[src/rtl/cpu_pkg.sv]
// rtl/cpu_pkg.sv - shared types for issue/hazard control
package cpu_pkg;

  localparam int RADDR_W = 4;

  typedef enum logic [1:0] {
    FWD_REG = 2'd0,
    FWD_EX  = 2'd1,
    FWD_MEM = 2'd2
  } fwd_sel_t;

  typedef struct packed {
    logic               valid;
    logic [RADDR_W-1:0] dst;
    logic               reg_write;
    logic               is_load;
  } slot_t;

  typedef enum logic [1:0] {
    RUN    = 2'd0,
    DRAIN  = 2'd1,
    HALTED = 2'd2
  } hctl_state_t;

endpackage

[src/rtl/hazard_match.sv]
// rtl/hazard_match.sv - compares one shadow-pipeline slot against one source operand
module hazard_match
  import cpu_pkg::*;
#(
  parameter bit ZERO_REG = 1'b1
) (
  input  slot_t              slot,
  input  logic [RADDR_W-1:0] src,
  input  logic               src_used,
  output logic               match
);

  logic src_is_zero;

  assign src_is_zero = ZERO_REG && (src == '0);
  assign match = slot.valid && slot.reg_write && (slot.dst == src) && src_used && !src_is_zero;

endmodule

[src/rtl/issue_hazard_ctrl.sv]
// rtl/issue_hazard_ctrl.sv - issue sequencing with forwarding selects, load-use stall,
// branch flush and halt drain
module issue_hazard_ctrl
  import cpu_pkg::*;
#(
  parameter int BR_PENALTY = 2,
  parameter bit ZERO_REG   = 1'b1
) (
  input  logic               clk,
  input  logic               rst,
  input  logic               dec_valid,
  input  logic [RADDR_W-1:0] dec_src1,
  input  logic               dec_src1_used,
  input  logic [RADDR_W-1:0] dec_src2,
  input  logic               dec_src2_used,
  input  logic [RADDR_W-1:0] dec_dst,
  input  logic               dec_reg_write,
  input  logic               dec_is_load,
  input  logic               dec_is_halt,
  input  logic               ex_do_branch,
  output logic               issue,
  output logic               stall,
  output logic               flush,
  output logic [1:0]         fwd1_sel,
  output logic [1:0]         fwd2_sel,
  output logic               halted
);

  localparam int CNT_W = (BR_PENALTY > 1) ? $clog2(BR_PENALTY) : 1;

  hctl_state_t      state_q, state_d;
  slot_t            ex_slot_q, ex_slot_d;
  slot_t            mem_slot_q, mem_slot_d;
  logic [CNT_W-1:0] cnt_q, cnt_d;
  fwd_sel_t         fwd1_q, fwd1_d;
  fwd_sel_t         fwd2_q, fwd2_d;
  logic             halted_q, halted_d;

  logic ex_m1, ex_m2, mem_m1, mem_m2;

  hazard_match #(.ZERO_REG(ZERO_REG)) u_ex_s1  (.slot(ex_slot_q),  .src(dec_src1), .src_used(dec_src1_used), .match(ex_m1));
  hazard_match #(.ZERO_REG(ZERO_REG)) u_ex_s2  (.slot(ex_slot_q),  .src(dec_src2), .src_used(dec_src2_used), .match(ex_m2));
  hazard_match #(.ZERO_REG(ZERO_REG)) u_mem_s1 (.slot(mem_slot_q), .src(dec_src1), .src_used(dec_src1_used), .match(mem_m1));
  hazard_match #(.ZERO_REG(ZERO_REG)) u_mem_s2 (.slot(mem_slot_q), .src(dec_src2), .src_used(dec_src2_used), .match(mem_m2));

  always_comb begin
    flush = ex_do_branch || (cnt_q != '0);
    stall = dec_valid && (state_q == RUN) && ex_slot_q.is_load && (ex_m1 || ex_m2) && !flush;
    issue = dec_valid && (state_q == RUN) && !stall && !flush;
  end

  always_comb begin
    mem_slot_d = ex_slot_q;
    ex_slot_d  = '0;
    if (issue) begin
      ex_slot_d.valid     = 1'b1;
      ex_slot_d.dst       = dec_dst;
      ex_slot_d.reg_write = dec_reg_write;
      ex_slot_d.is_load   = dec_is_load;
    end

    cnt_d = cnt_q;
    if (ex_do_branch) begin
      cnt_d = CNT_W'(BR_PENALTY - 1);
    end else if (cnt_q != '0) begin
      cnt_d = cnt_q - 1'b1;
    end

    // youngest writer (EX) wins over MEM
    fwd1_d = FWD_REG;
    fwd2_d = FWD_REG;
    if (issue) begin
      fwd1_d = ex_m1 ? FWD_EX : (mem_m1 ? FWD_MEM : FWD_REG);
      fwd2_d = ex_m2 ? FWD_EX : (mem_m2 ? FWD_MEM : FWD_REG);
    end
  end

  always_comb begin
    state_d  = state_q;
    halted_d = halted_q;
    case (state_q)
      RUN: begin
        if (issue && dec_is_halt) state_d = DRAIN;
      end
      DRAIN: begin
        // a branch here means the halt was fetched down the wrong path
        if (ex_do_branch) begin
          state_d = RUN;
        end else if (!ex_slot_d.valid && !mem_slot_d.valid) begin
          state_d  = HALTED;
          halted_d = 1'b1;
        end
      end
      HALTED: state_d = HALTED;
      default: state_d = RUN;
    endcase
  end

  always_ff @(posedge clk) begin
    if (rst) begin
      state_q    <= RUN;
      ex_slot_q  <= '0;
      mem_slot_q <= '0;
      cnt_q      <= '0;
      fwd1_q     <= FWD_REG;
      fwd2_q     <= FWD_REG;
      halted_q   <= 1'b0;
    end else begin
      state_q    <= state_d;
      ex_slot_q  <= ex_slot_d;
      mem_slot_q <= mem_slot_d;
      cnt_q      <= cnt_d;
      fwd1_q     <= fwd1_d;
      fwd2_q     <= fwd2_d;
      halted_q   <= halted_d;
    end
  end

  assign fwd1_sel = fwd1_q;
  assign fwd2_sel = fwd2_q;
  assign halted   = halted_q;

endmodule

[config.mk]
export PLATFORM = sky130hd
export DESIGN_NAME = issue_hazard_ctrl
export DESIGN_NICKNAME = d
export VERILOG_FILES = /design/src/rtl/cpu_pkg.sv /design/src/rtl/hazard_match.sv /design/src/rtl/issue_hazard_ctrl.sv
export SDC_FILE = /design/constraint.sdc
export NUM_CORES = 1
export LEC_CHECK = 0
export ABC_CLOCK_PERIOD_IN_PS = 1950
export BUFFER_PORTS_ARGS = -buffer_cell sky130_fd_sc_hd__buf_4
export CAP_MARGIN = 5
export CORE_MARGIN = 1
export CORE_UTILIZATION = 35
export DETAILED_ROUTE_END_ITERATION = 8
export SYNTH_ARGS = -nofsm -noshare
export SYNTH_HDL_FRONTEND = slang
export SYNTH_SLANG_ARGS = --single-unit
[constraint.sdc]
create_clock -name clk -period 1.95 [get_ports clk]
set_clock_uncertainty 0.1 [all_clocks]
set_input_delay 0.2925 -clock clk [delete_from_list [all_inputs] [get_ports clk]]
set_output_delay 0.2925 -clock clk [all_outputs]
set_load 0.01 [all_outputs]
==> results summary <==
The run finished, with violations left. The checks that failed: negative setup slack. The final count of pins violating max slew is 0. Counting the buffers created by CTS gives 3. The internal reg-to-reg setup slack is 0.10 ns. Net switching is 24.8% of the power.

The number of vias per cell after detailed routing is 4.98. The slowest stage of the critical path is the or4b_4 cell. The placement row count is 18. The latest clock arrival within the worst-skew pair is 0.30 ns.

The number of cells on the worst hold path is 3. Leaving out fill and tap cells, the most frequent cell in the layout is buf_4. The placeable core region came out at 2540 sq um. Summing all flip-flop and latch instances after layout gives 433 sq um.

The residual antenna-violating net count after detailed routing came out at 0. The share of cells above drive strength 1 came out at 39.2%. The logic gate share of total power is 16.0%. The hold buffer count at cts is 0. Setup repair after global routing could not meet its margin everywhere. The setup path with the least slack is of type register to primary output. Across the run, the number of max-cap violations was 0. The number of buffers on the longest clock path is 2. The root buffer cell is clkbuf_4. In this run the worst path has a maximum fanout of 2. Global routing used 18.2% of the available tracks. The beginning of the worst register-to-register path is ex_slot_q[4]$_SDFF_PP0_. Per report_power, the sequential group accounts for 57.1% of the total. In this run the most critical hold path is launched from dec_dst[1]. The number of library cell types mapped by synthesis is 30.

The area added between synthesis and finish came out at 43.0%. The TritonCTS clock tree is built. The signal on the critical path passes through xor2_1 > or4b_4 > o21ai_2 > nor2_1 > buf_4.

The number of inserted filler cells in the final layout came out at 249. For this run, the number of Yosys warnings is 0. In this run the power spent charging and discharging nets is 192 uW. The count of buffers from port buffering came out at 28.

Of the available clock period, the critical path in the final layout requires 107%. The number of antenna repair diodes is 0. Internal power comes to 583 uW. The power per cell area came out at 564 nW/um^2. The summed negative setup slack over all endpoints came out at -0.266 ns.

The average wire per cell in the routed design is 12.3 um. The vertical die dimension is 54.4 um. The clock network fraction of design power came out at 26.9%. 29 I/O pins were placed. The count of endpoints failing hold in the final timing report was 0. The transition time at the pin with the least slew margin is 0.520 ns.

The post-synthesis sequential element count is 21. The wire length of the first global-routing pass came out at 3720 um. The number of antenna violations at the first check in global routing came out at 0. The mean post-synth cell area came out at 8.90 sq um. The post-CTS clock slew at the launch and capture registers of the worst setup and hold paths is 0.12 ns. The worst reg2reg path endpoint is state_q[0]$_SDFFE_PP0P_. The post-detailed-placement cell area came out at 1240 sq um. The largest net degree at the start of global routing is 15. The starting density of the core came out at 37.8%. Routability-driven placement finished with a final weighted congestion of 0.869. The largest single stage delay on the critical path is 0.53 ns. The time the worst path needs with I/O delays and setup is 2.10 ns. The post-synthesis net count came out at 129. The number of global-route vias before repair came to 819.

The remaining global-route overflow is 0. The number of DRC markers in iteration 0 is 24. The final setup violation count is 2. STA classifies the critical path endpoint as a primary output. In the post-route analysis, the smallest setup slack over all paths is -0.146 ns. STA classifies the critical path startpoint as a register. The path with the worst hold slack has its endpoint at ex_slot_q[3]$_SDFF_PP0_.

CTS built an H-tree with a depth of 1. The die outline width came out at 54.4 um. The worst register-to-register path has a depth of 7. The fraction of the core area covered by cells at the end of the flow came out at 54.0%. VDD sags by at most 0.294 mV. The first TritonRoute pass finished after 4 iterations. The sum of net half-perimeters after detailed placement came out at 1670 um.

The static leakage came out at 0.564 nW. Counting every sink on the clock net gives 21. The routed wire length is 2190 um. The fraction of the yosys area taken by sequential cells is 43.8%. The final standard cell area without fillers came out at 1370 sq um. Across all layers, the routed design uses 886 vias.

Leaving out fill and tap cells, the most frequent cells in the layout are 36 x buf_4, 15 x dfxtp_1, 10 x nor2_1, 10 x nor3_1. The post-synth design cell area is 961 sq um. The final layout contains 170 nets. The multi-input logic area is 569 sq um.

The peak clock frequency supported by timing came out at 0.477 GHz. The tightest min-delay check is of the primary input to register type. Synthesis produced a netlist whose cell count is 108. At the worst endpoint, the required time is 1.56 ns. After detailed routing, the number of remaining DRC violations is 0. The area of the die is 2960 sq um.

The relative slew slack is 65.3%. For the worst setup path, the data arrival time is 1.70 ns.
-- through the flow --
step | std cells | power, mW | hold WS [ns] | setup slack (ns)
floorplan | 108 | 0.502 | 0.276 | 0.139
detailed placement | 170 | 0.561 | 0.365 | 0.0443
global route | 178 | 0.826 | 0.0690 | -0.218
global placement | 170 | 0.559 | 0.354 | 0.0655
CTS | 178 | 0.788 | 0.0907 | -0.183
finish | 178 | 0.775 | 0.0990 | -0.146
-- flip-flops by register name (all words and copies together) (netlist names) --
name	flops
fwd1_sel	2
ex_slot_q	7
halted	1
state_q	2
mem_slot_q	6
cnt_q	1
fwd2_sel	2
-- critical path: cells and delay by family (launching register included) --
family          cells  cell delay, ns
simple gates        2            0.59
flops               1            0.35
xor+xnor            1            0.17
compound gates      1            0.15
buf+inv             1            0.14
-- how the worst max path moves through the flow --
stage / startpoint / to / slack, ns
after floorplan: ex_slot_q[3]$_SDFF_PP0_ / stall / 0.14
after global placement: dec_src2[1] / stall / 0.07
after detailed placement: dec_src2[1] / stall / 0.04
after CTS: ex_slot_q[4]$_SDFF_PP0_ / issue / -0.18
after global routing: ex_slot_q[2]$_SDFF_PP0_ / issue / -0.22
final: ex_slot_q[2]$_SDFF_PP0_ / issue / -0.15
-- cells by family after synthesis --
group                     share of synthesized area, %
AOI/OAI and AO/OA                                 5.86
xor gates and xnor gates                          11.8
buffers and inverters                             3.13
DFF                                               43.7
and+or+nand+nor                                   35.4
-- cell type report --
type,instances,area share (%)
clock buffers,4,1.91
repair buffers,37,20.5
multi-input cells,79,41.4
flip-flops and latches,21,31.5
well taps,30,2.73
inverters,7,1.91
-- power by group through the flow --
stage / combinational (mW) / sequential, mW / clock (mW)
final: 0.124 / 0.443 / 0.208
after CTS: 0.124 / 0.444 / 0.220
after global placement: 0.105 / 0.454 / 0
after detailed placement: 0.107 / 0.454 / 0
after global routing: 0.136 / 0.445 / 0.246
after floorplan: 0.0502 / 0.452 / 0
-- synth_stat cells, drive strengths merged --
master | instances | share of area [%]
and4 | 1 | 0.91
or3 | 2 | 1.3
dfxtp | 21 | 44
and2 | 4 | 2.6
buf | 1 | 0.39
a21oi | 3 | 1.6
nor3b | 1 | 0.78
nor2b | 7 | 4.6
a2111oi | 1 | 0.91
nand2 | 7 | 2.7
nand3 | 4 | 2.1
or2 | 1 | 0.65
or4b | 1 | 1.4
xor2 | 4 | 3.6
o21bai | 1 | 0.78
nor4bb | 1 | 1.0
nand3b | 1 | 0.78
o21ai | 1 | 0.91
nor4 | 3 | 3.5
nor2 | 10 | 3.9
xnor2 | 9 | 8.2
o31ai | 1 | 0.78
inv | 7 | 2.7
nand2b | 2 | 1.3
o2111ai | 1 | 0.91
nand4 | 1 | 0.65
or4 | 2 | 2.0
nor3 | 10 | 5.2
-- timing repair --
item / 4_1_cts / 5_1_grt
setup endpoints to repair: 2 / 2
hold endpoints to repair: 0 / 0
setup buffers: 4 / 0
pin swaps: 7 / 4
resized for setup: 16 / 2
cloned: 0 / 0
-- routing by layer --
metal | vias to the layer above | routed length (um) | GRT usage [%] | share of wire (%)
li1 | 451 | - | - | -
met1 | 406 | 998 | 24.5 | 46
met2 | 25 | 1060 | 27.6 | 49
met3 | 4 | 99 | 3.61 | 4.5
met4 | 0 | 28 | 8.55 | 1.3
met5 | - | 0 | 0 | 0
Note: power is estimated with default switching activity, not from simulation.
